==> src/rtl/cpu_pkg.sv <==
// Shared CPU front-end types and constants: fetch FSM states, bubble encoding, PC step.
package cpu_pkg;

  typedef enum logic [1:0] {
    StBoot,
    StRun,
    StHold,
    StRedirect
  } fetch_state_e;

  // addi x0,x0,0
  localparam logic [31:0] NOP_INSTR = 32'h0000_0013;
  localparam logic [31:0] PC_INC    = 32'd4;

  // Instructions are word aligned; low address bits of a redirect are dropped.
  function automatic logic [31:0] word_align(input logic [31:0] addr);
    return {addr[31:2], 2'b00};
  endfunction

  function automatic logic is_misaligned(input logic [31:0] addr);
    return |addr[1:0];
  endfunction

endpackage

==> src/rtl/if_id_reg.sv <==
// IF/ID pipeline register. Flush inserts a bubble but keeps the held PC;
// flush wins over enable.
module if_id_reg
  import cpu_pkg::*;
#(
  parameter logic [31:0] NOP = NOP_INSTR
) (
  input  logic        clk,
  input  logic        rst_n,
  input  logic        en,
  input  logic        flush,
  input  logic [31:0] pc_in,
  input  logic [31:0] instr_in,
  output logic [31:0] pc,
  output logic [31:0] instr,
  output logic        valid
);

  logic [31:0] pc_q;
  logic [31:0] instr_q;
  logic        valid_q;

  always_ff @(posedge clk) begin
    if (!rst_n) begin
      pc_q    <= 32'h0;
      instr_q <= NOP;
      valid_q <= 1'b0;
    end else if (flush) begin
      instr_q <= NOP;
      valid_q <= 1'b0;
    end else if (en) begin
      pc_q    <= pc_in;
      instr_q <= instr_in;
      valid_q <= 1'b1;
    end
  end

  assign pc    = pc_q;
  assign instr = instr_q;
  assign valid = valid_q;

endmodule

==> src/rtl/fetch_unit.sv <==
// Instruction fetch stage: PC sequencing, stall/redirect FSM and IF/ID register control.
module fetch_unit
  import cpu_pkg::*;
#(
  parameter logic [31:0] RESET_PC  = 32'h0000_0000,
  parameter logic [31:0] NOP_INSTR = cpu_pkg::NOP_INSTR
) (
  input  logic        clk,
  input  logic        rst_n,
  output logic [31:0] pc,
  output logic        imem_stall,
  input  logic [31:0] instr,
  input  logic        stall_in,
  input  logic        branch_taken,
  input  logic [31:0] branch_target,
  output logic [31:0] if_id_pc,
  output logic [31:0] if_id_instr,
  output logic        if_id_valid,
  output logic        misalign_err,
  output logic [31:0] fetch_count
);

  fetch_state_e state_q;
  logic [31:0]  pc_q;
  logic [31:0]  count_q;
  logic         misalign_q;

  logic ifid_load;
  logic ifid_flush;

  // Branch beats stall; BOOT never fetches, so it keeps the reset bubble.
  always_comb begin
    ifid_load  = 1'b0;
    ifid_flush = 1'b0;
    if (branch_taken) begin
      ifid_flush = 1'b1;
    end else if (state_q == StBoot) begin
      ifid_flush = 1'b1;
    end else if (!stall_in) begin
      ifid_load = 1'b1;
    end
  end

  always_ff @(posedge clk) begin
    if (!rst_n) begin
      state_q    <= StBoot;
      pc_q       <= RESET_PC;
      count_q    <= 32'h0;
      misalign_q <= 1'b0;
    end else if (branch_taken) begin
      state_q    <= StRedirect;
      pc_q       <= word_align(branch_target);
      misalign_q <= is_misaligned(branch_target);
    end else begin
      misalign_q <= 1'b0;
      unique case (state_q)
        StBoot: state_q <= StRun;
        StRun, StHold, StRedirect: begin
          if (stall_in) begin
            state_q <= StHold;
          end else begin
            state_q <= StRun;
            pc_q    <= pc_q + PC_INC;
            count_q <= count_q + 32'd1;
          end
        end
        default: state_q <= StBoot;
      endcase
    end
  end

  if_id_reg #(
    .NOP(NOP_INSTR)
  ) u_if_id_reg (
    .clk     (clk),
    .rst_n   (rst_n),
    .en      (ifid_load),
    .flush   (ifid_flush),
    .pc_in   (pc_q),
    .instr_in(instr),
    .pc      (if_id_pc),
    .instr   (if_id_instr),
    .valid   (if_id_valid)
  );

  assign pc           = pc_q;
  assign imem_stall   = stall_in & ~branch_taken;
  assign misalign_err = misalign_q;
  assign fetch_count  = count_q;

endmodule

==> config.mk <==
export PLATFORM = sky130hd
export DESIGN_NAME = fetch_unit
export DESIGN_NICKNAME = d
export VERILOG_FILES = /design/src/rtl/cpu_pkg.sv /design/src/rtl/if_id_reg.sv /design/src/rtl/fetch_unit.sv
export SDC_FILE = /design/constraint.sdc
export NUM_CORES = 1
export LEC_CHECK = 0
export ABC_AREA = 1
export CORE_ASPECT_RATIO = 0.5
export CORE_UTILIZATION = 65
export CTS_BUF_LIST = sky130_fd_sc_hd__clkbuf_2 sky130_fd_sc_hd__clkbuf_4 sky130_fd_sc_hd__clkbuf_8
export DETAILED_ROUTE_END_ITERATION = 10
export DONT_BUFFER_PORTS = 1
export PLACE_DENSITY = 0.79
export SYNTH_ARGS = -nofsm -noshare
export SYNTH_HDL_FRONTEND = slang
export SYNTH_SLANG_ARGS = --single-unit
==> constraint.sdc <==
create_clock -name clk -period 1.95 [get_ports clk]
set_input_delay 0.39 -clock clk [delete_from_list [all_inputs] [get_ports clk]]
set_output_delay 0.39 -clock clk [all_outputs]
set_load 0.05 [all_outputs]
### Yosys cells after proc, flatten, opt, wreduce, memory -nomap -nowiden

Index checks and enable logic that the tools add are counted.

* output and inout bits: 131
* bits in registers: 132
* input port bits: 68
* word-level logic and storage cells: 41

* add/subtract/negate cells: 2
* multiplexer cells: 11
* eq/ne operators: 4
* reductions and logical operators: 11
* bitwise gates (word level): 5

Operators with widths (count)
* $mux W32: 3
* $add A32 B1 Y32 const B: 1
* $add A32 B3 Y32 const B: 1
* $reduce_and A2 Y1: 4
* $reduce_or A2 Y1: 3
* $mux W1: 5
* $eq A2 B2 Y1 const B: 2
* $mux W2: 2
* $not A1 Y1: 4
* $pmux W2 S2: 1
* $reduce_and A3 Y1: 1
* $reduce_or A3 Y1: 1
* $eq A2 B1 Y1 const B: 1
* $logic_not A2 Y1: 1
* $ne A2 B1 Y1 const B: 1
* $reduce_bool A2 Y1: 1
* $and A1 B1 Y1: 1

### Longest topological paths before layout

* depth in word-level cells: 5
* depth in mapped cells: 11

### Cells and area by module

From an unflattened synthesis, not the netlist that was laid out.

* cell total of the unflattened synthesis: 984
* area, all modules: 6422.4 sq um

By module, submodules not included
* fetch_unit: cells an instance 633, area each 3928.8 sq um, times used 1, seq. area each 1301.2 sq um
* if_id_reg: cells an instance 351, area each 2493.6 sq um, times used 1, seq. area each 1301.2 sq um

### Worst setup path after synthesis

Ideal clock, no wire load.

* path kind: register to register
* start point: register count_q[1] (netlist: fetch_count[1])
* end point: register count_q[30] (netlist: fetch_count[30])
* required time: 1.822 ns
* data arrival time: 1.792 ns
* library setup time: 0.128 ns
* cell stages (with the launch flop): 10
* slack: 0.030 ns
* buffers on the path: 1
* cell sequence: dfxtp_1 ha_1 nand3_1 nor2_2 nand3_2 nor2_4 buf_6 nand4_1 nand2_1 nor2_1

* word-level cells in the longest chain between the ends: 1

RTL lines
* start: declaration: RTL line fetch_unit.sv:25 `logic [31:0] count_q;`
* start signal: assignment: RTL line fetch_unit.sv:64 `count_q <= count_q + 32'd1;`
* $add A32 B1 Y32: RTL line fetch_unit.sv:64

Every way passes these cells.
A chain may end at the register's enable or synchronous reset.

### Worst setup path in the final report

* start point: register count_q[1] (netlist: fetch_count[1])
* end point: register count_q[20] (netlist: fetch_count[20])

Same word-level chain as after synthesis.

==> summary.md <==
| Metric | Value |
|---|---|
| Status | `finished with violations` |
| Violated checks | `DRC` |
| First-pass detailed-route iteration total | `11` |
| Reg-to-Reg End | `fetch_count[20]$_SDFFE_PN0P_` |
| Relative slew margins | `0.606` |
| Core Region | `0.00889 mm^2` |
| Initial antenna violation count | `0` |
| Gate Count Post-Synth | `884` |
| First-pass GRT wire length | `27.9 mm` |
| IO Pins | `199` |
| Vias | `6060` |
| CP max stage cell | `dfxtp_1` |
| Peak supply drop | `0.000539 V` |
| Crit path largest cell delay | `0.35 ns` |
| Synth cell types | `39` |
| Clock transition at the registers of the reported paths | `0.07 ns` |
| CTS Hold Buffers Added | `0` |
| Area after DPL | `0.00662 mm^2` |
| Final hold vios | `0` |
| Power per cell area | `868 mW/mm^2` |
| Placement Rows | `24` |
| CTS H-Tree Depth | `4` |
| Period minus WS final | `1.73 ns` |
| Antenna diodes | `0` |
| Fin cells | `1067` |
| Final WL | `17.0 mm` |
| Top cell by count, worst path | `nand3_1` |
| Mean routed wirelength per cell | `16.0 um` |
| GPL Wtd Cong | `0.930` |
| Fin worst setup slack | `0.216 ns` |
| Dominant cell type by area after synthesis | `dfxtp_1` |
| Register area share after synthesis | `0.421` |
| Final setup TNS | `0 ns` |
| CTS root buf | `clkbuf_8` |
| Dpl cells | `1037` |
| Die width | `139 um` |
| Yosys top cell area share | `0.421` |
| Ys Warns | `0` |
| CTS tree | `yes` |
| Hold Crit Depth | `2` |
| Commonest cells post-synth | `nor2_1, nand2_1, dfxtp_1` |
| Clock Skews | `0.0102 ns` |
| Hold Crit Class | `input pin to flop` |
| Final period util | `0.889` |
| Post-DRT Antenna Nets | `0` |
| Ys flop type | `dfxtp_1` |
| Die height | `70.5 um` |
| Initial Utilization | `0.685` |
| Slew @ Worst Pin | `0.590 ns` |
| Synth top area cells | `dfxtp_1, nor2_1, nand2_1` |
| Critical Path Fanout Max | `15` |
| CTS Sinks | `128` |
| # port buffers | `0` |
| Layout cells sized above 1 | `0.149` |
| Vias in the first global route | `5553` |
| Achievable clock frequency | `0.577 GHz` |
| Clock Latency Late Sink | `0.43 ns` |
| Lkg Pwr | `2.88 nW` |
| Cells on worst reg2reg path | `8` |
| Hold Path Sink | `pc[21]$_SDFFE_PN0P_` |
| Dpl ws | `0.282 ns` |
| Max Cap Viol | `0` |
| Post-synth EDFFs | `0` |
| Critical path class | `flop to flop` |
| Final Cell Area | `0.00705 mm^2` |
| Mean Syn Cell Area | `6.89 um^2` |
| Cts repair resizes | `0` |
| CP endpoint kind | `flop` |
| Area growth syn-to-layout | `15.8%` |
| Endpoints failing setup | `0` |
| Startpoint Class | `flop` |
| Cell Chain, Critical Path | `ha_1 -> nand3_1 -> nor2_2 -> nand3_2 -> nor2_4 -> nand3_1 -> o21bai_1 -> nor2_1` |
| 1st-iter DRT viols | `584` |
| Largest net degree at the start of global routing | `60` |
| Post-CTS setup buffers | `0` |
| Total GRT Usage | `0.361` |
| Clock buffer depth | `2` |
| Post-Syn Area | `0.00609 mm^2` |
| Most common cell in the netlist | `nor2_1` |
| Flop-to-flop setup slack | `0.22 ns` |
| HPWL after detailed placement | `12.3 mm` |
| Die area | `0.00979 mm^2` |
| Worst EP arrival | `2.06 ns` |
| Fraction of registers with async set/reset | `0` |
| GRT overflow | `0` |
| Worst Hold Launch | `rst_n` |
| Worst reg2reg startpoint | `fetch_count[1]$_SDFFE_PN0P_` |
| DRC | `11` |
| TritonCTS buffer count | `17` |
| CP required | `2.28 ns` |
| Register bit total from synthesis | `128` |
| Slew Viols, Final | `0` |
| RSZ-0062 raised after global routing | `false` |
| NumNets Final | `1009` |
| Vias per inst | `5.68` |
| Final Power | `6.12 mW` |
registers in the layout (all words and copies together) (netlist names):
register           cells
u_if_id_reg.valid      1
fetch_count           32
misalign_err           1
u_if_id_reg.instr     32
state_q                2
pc                    30
u_if_id_reg.pc        30
layout by cell type, fill, tap and decap left out, types with 3 or more instances in the layout:
master / instances
a211oi_1: 3
nor3_1: 19
nand3_1: 61
inv_1: 75
nor3b_1: 3
nand4_1: 16
o21ai_1: 4
xor2_1: 11
bufinv_16: 4
clkinvlp_4: 3
nor2_1: 179
nor2_4: 7
nand2_2: 4
nor2_2: 16
nand2_1: 164
a21oi_1: 42
nor3_2: 4
a22oi_1: 11
dfxtp_1: 128
clkbuf_8: 19
inv_2: 3
o21ai_0: 68
a31oi_1: 4
buf_4: 72
conb_1: 4
o21bai_1: 3
cells by family after synthesis:
logic type                 synth area share
adders and majority gates           0.00411
buffers and inverters                0.0822
DFF                                   0.421
other                              0.000616
xor gates and xnor gates             0.0187
AOI/OAI and AO/OA                     0.125
and+or+nand+nor                       0.349
per-layer routing:
metal / GRT usage / wire, um
met5: 0 / 0
met4: 0.110 / 242
met3: 0.0995 / 1700
met2: 0.604 / 7960
met1: 0.457 / 7120
stage by stage:
| stage | hold WS (ns) | util |
|---|---|---|
| 2_1_floorplan | 0.503 | - |
| 3_3_place_gp | 0.496 | 0.745 |
| 3_5_place_dp | 0.500 | 0.745 |
| 4_1_cts | 0.0527 | 0.793 |
| 5_1_grt | 0.0636 | 0.793 |
| 6_report | 0.0706 | 0.793 |
worst max-delay path by stage:
| stage | slack, ns | end | cells past startpoint | startpoint |
|---|---|---|---|---|
| 2_1_floorplan | 0.03 | fetch_count[30]$_SDFFE_PN0P_ | 9 | fetch_count[1]$_SDFFE_PN0P_ |
| 6_report | 0.22 | fetch_count[20]$_SDFFE_PN0P_ | 8 | fetch_count[1]$_SDFFE_PN0P_ |
| 3_3_place_gp | 0.32 | pc[31]$_SDFFE_PN0P_ | 9 | state_q[1]$_SDFF_PN0_ |
| 4_1_cts | 0.25 | fetch_count[20]$_SDFFE_PN0P_ | 8 | fetch_count[1]$_SDFFE_PN0P_ |
| 5_1_grt | 0.05 | fetch_count[20]$_SDFFE_PN0P_ | 9 | fetch_count[1]$_SDFFE_PN0P_ |
| 3_5_place_dp | 0.28 | pc[31]$_SDFFE_PN0P_ | 9 | state_q[1]$_SDFF_PN0_ |
report_power, final:
group	internal, mW	switching [mW]	total, mW	leakage, nW
Clock	1.46	1.04	2.49	0.210
Combinational	0.190	0.459	0.648	1.63
Sequential	2.71	0.265	2.98	1.04
final cells by class:
| type | count | area (um^2) |
|---|---|---|
| Sequential cell | 128 | 2560 |
| Inverter | 78 | 293 |
| Timing Repair Buffer | 74 | 581 |
| Clock inverter | 10 | 161 |
| Fill cell | 682 | 1840 |
| Tap cell | 117 | 146 |
| Multi-Input combinational cell | 640 | 3040 |
| Clock buffer | 20 | 269 |
worst max-delay path, delay by kind of cell (launching register included):
| kind | cells | cell delay (ns) |
|---|---|---|
| AOI/OAI and AO/OA | 1 | 0.16 |
| adders and majority gates | 1 | 0.19 |
| DFF | 1 | 0.35 |
| and+or+nand+nor | 6 | 0.94 |
Note: power is estimated with default switching activity, not from simulation.
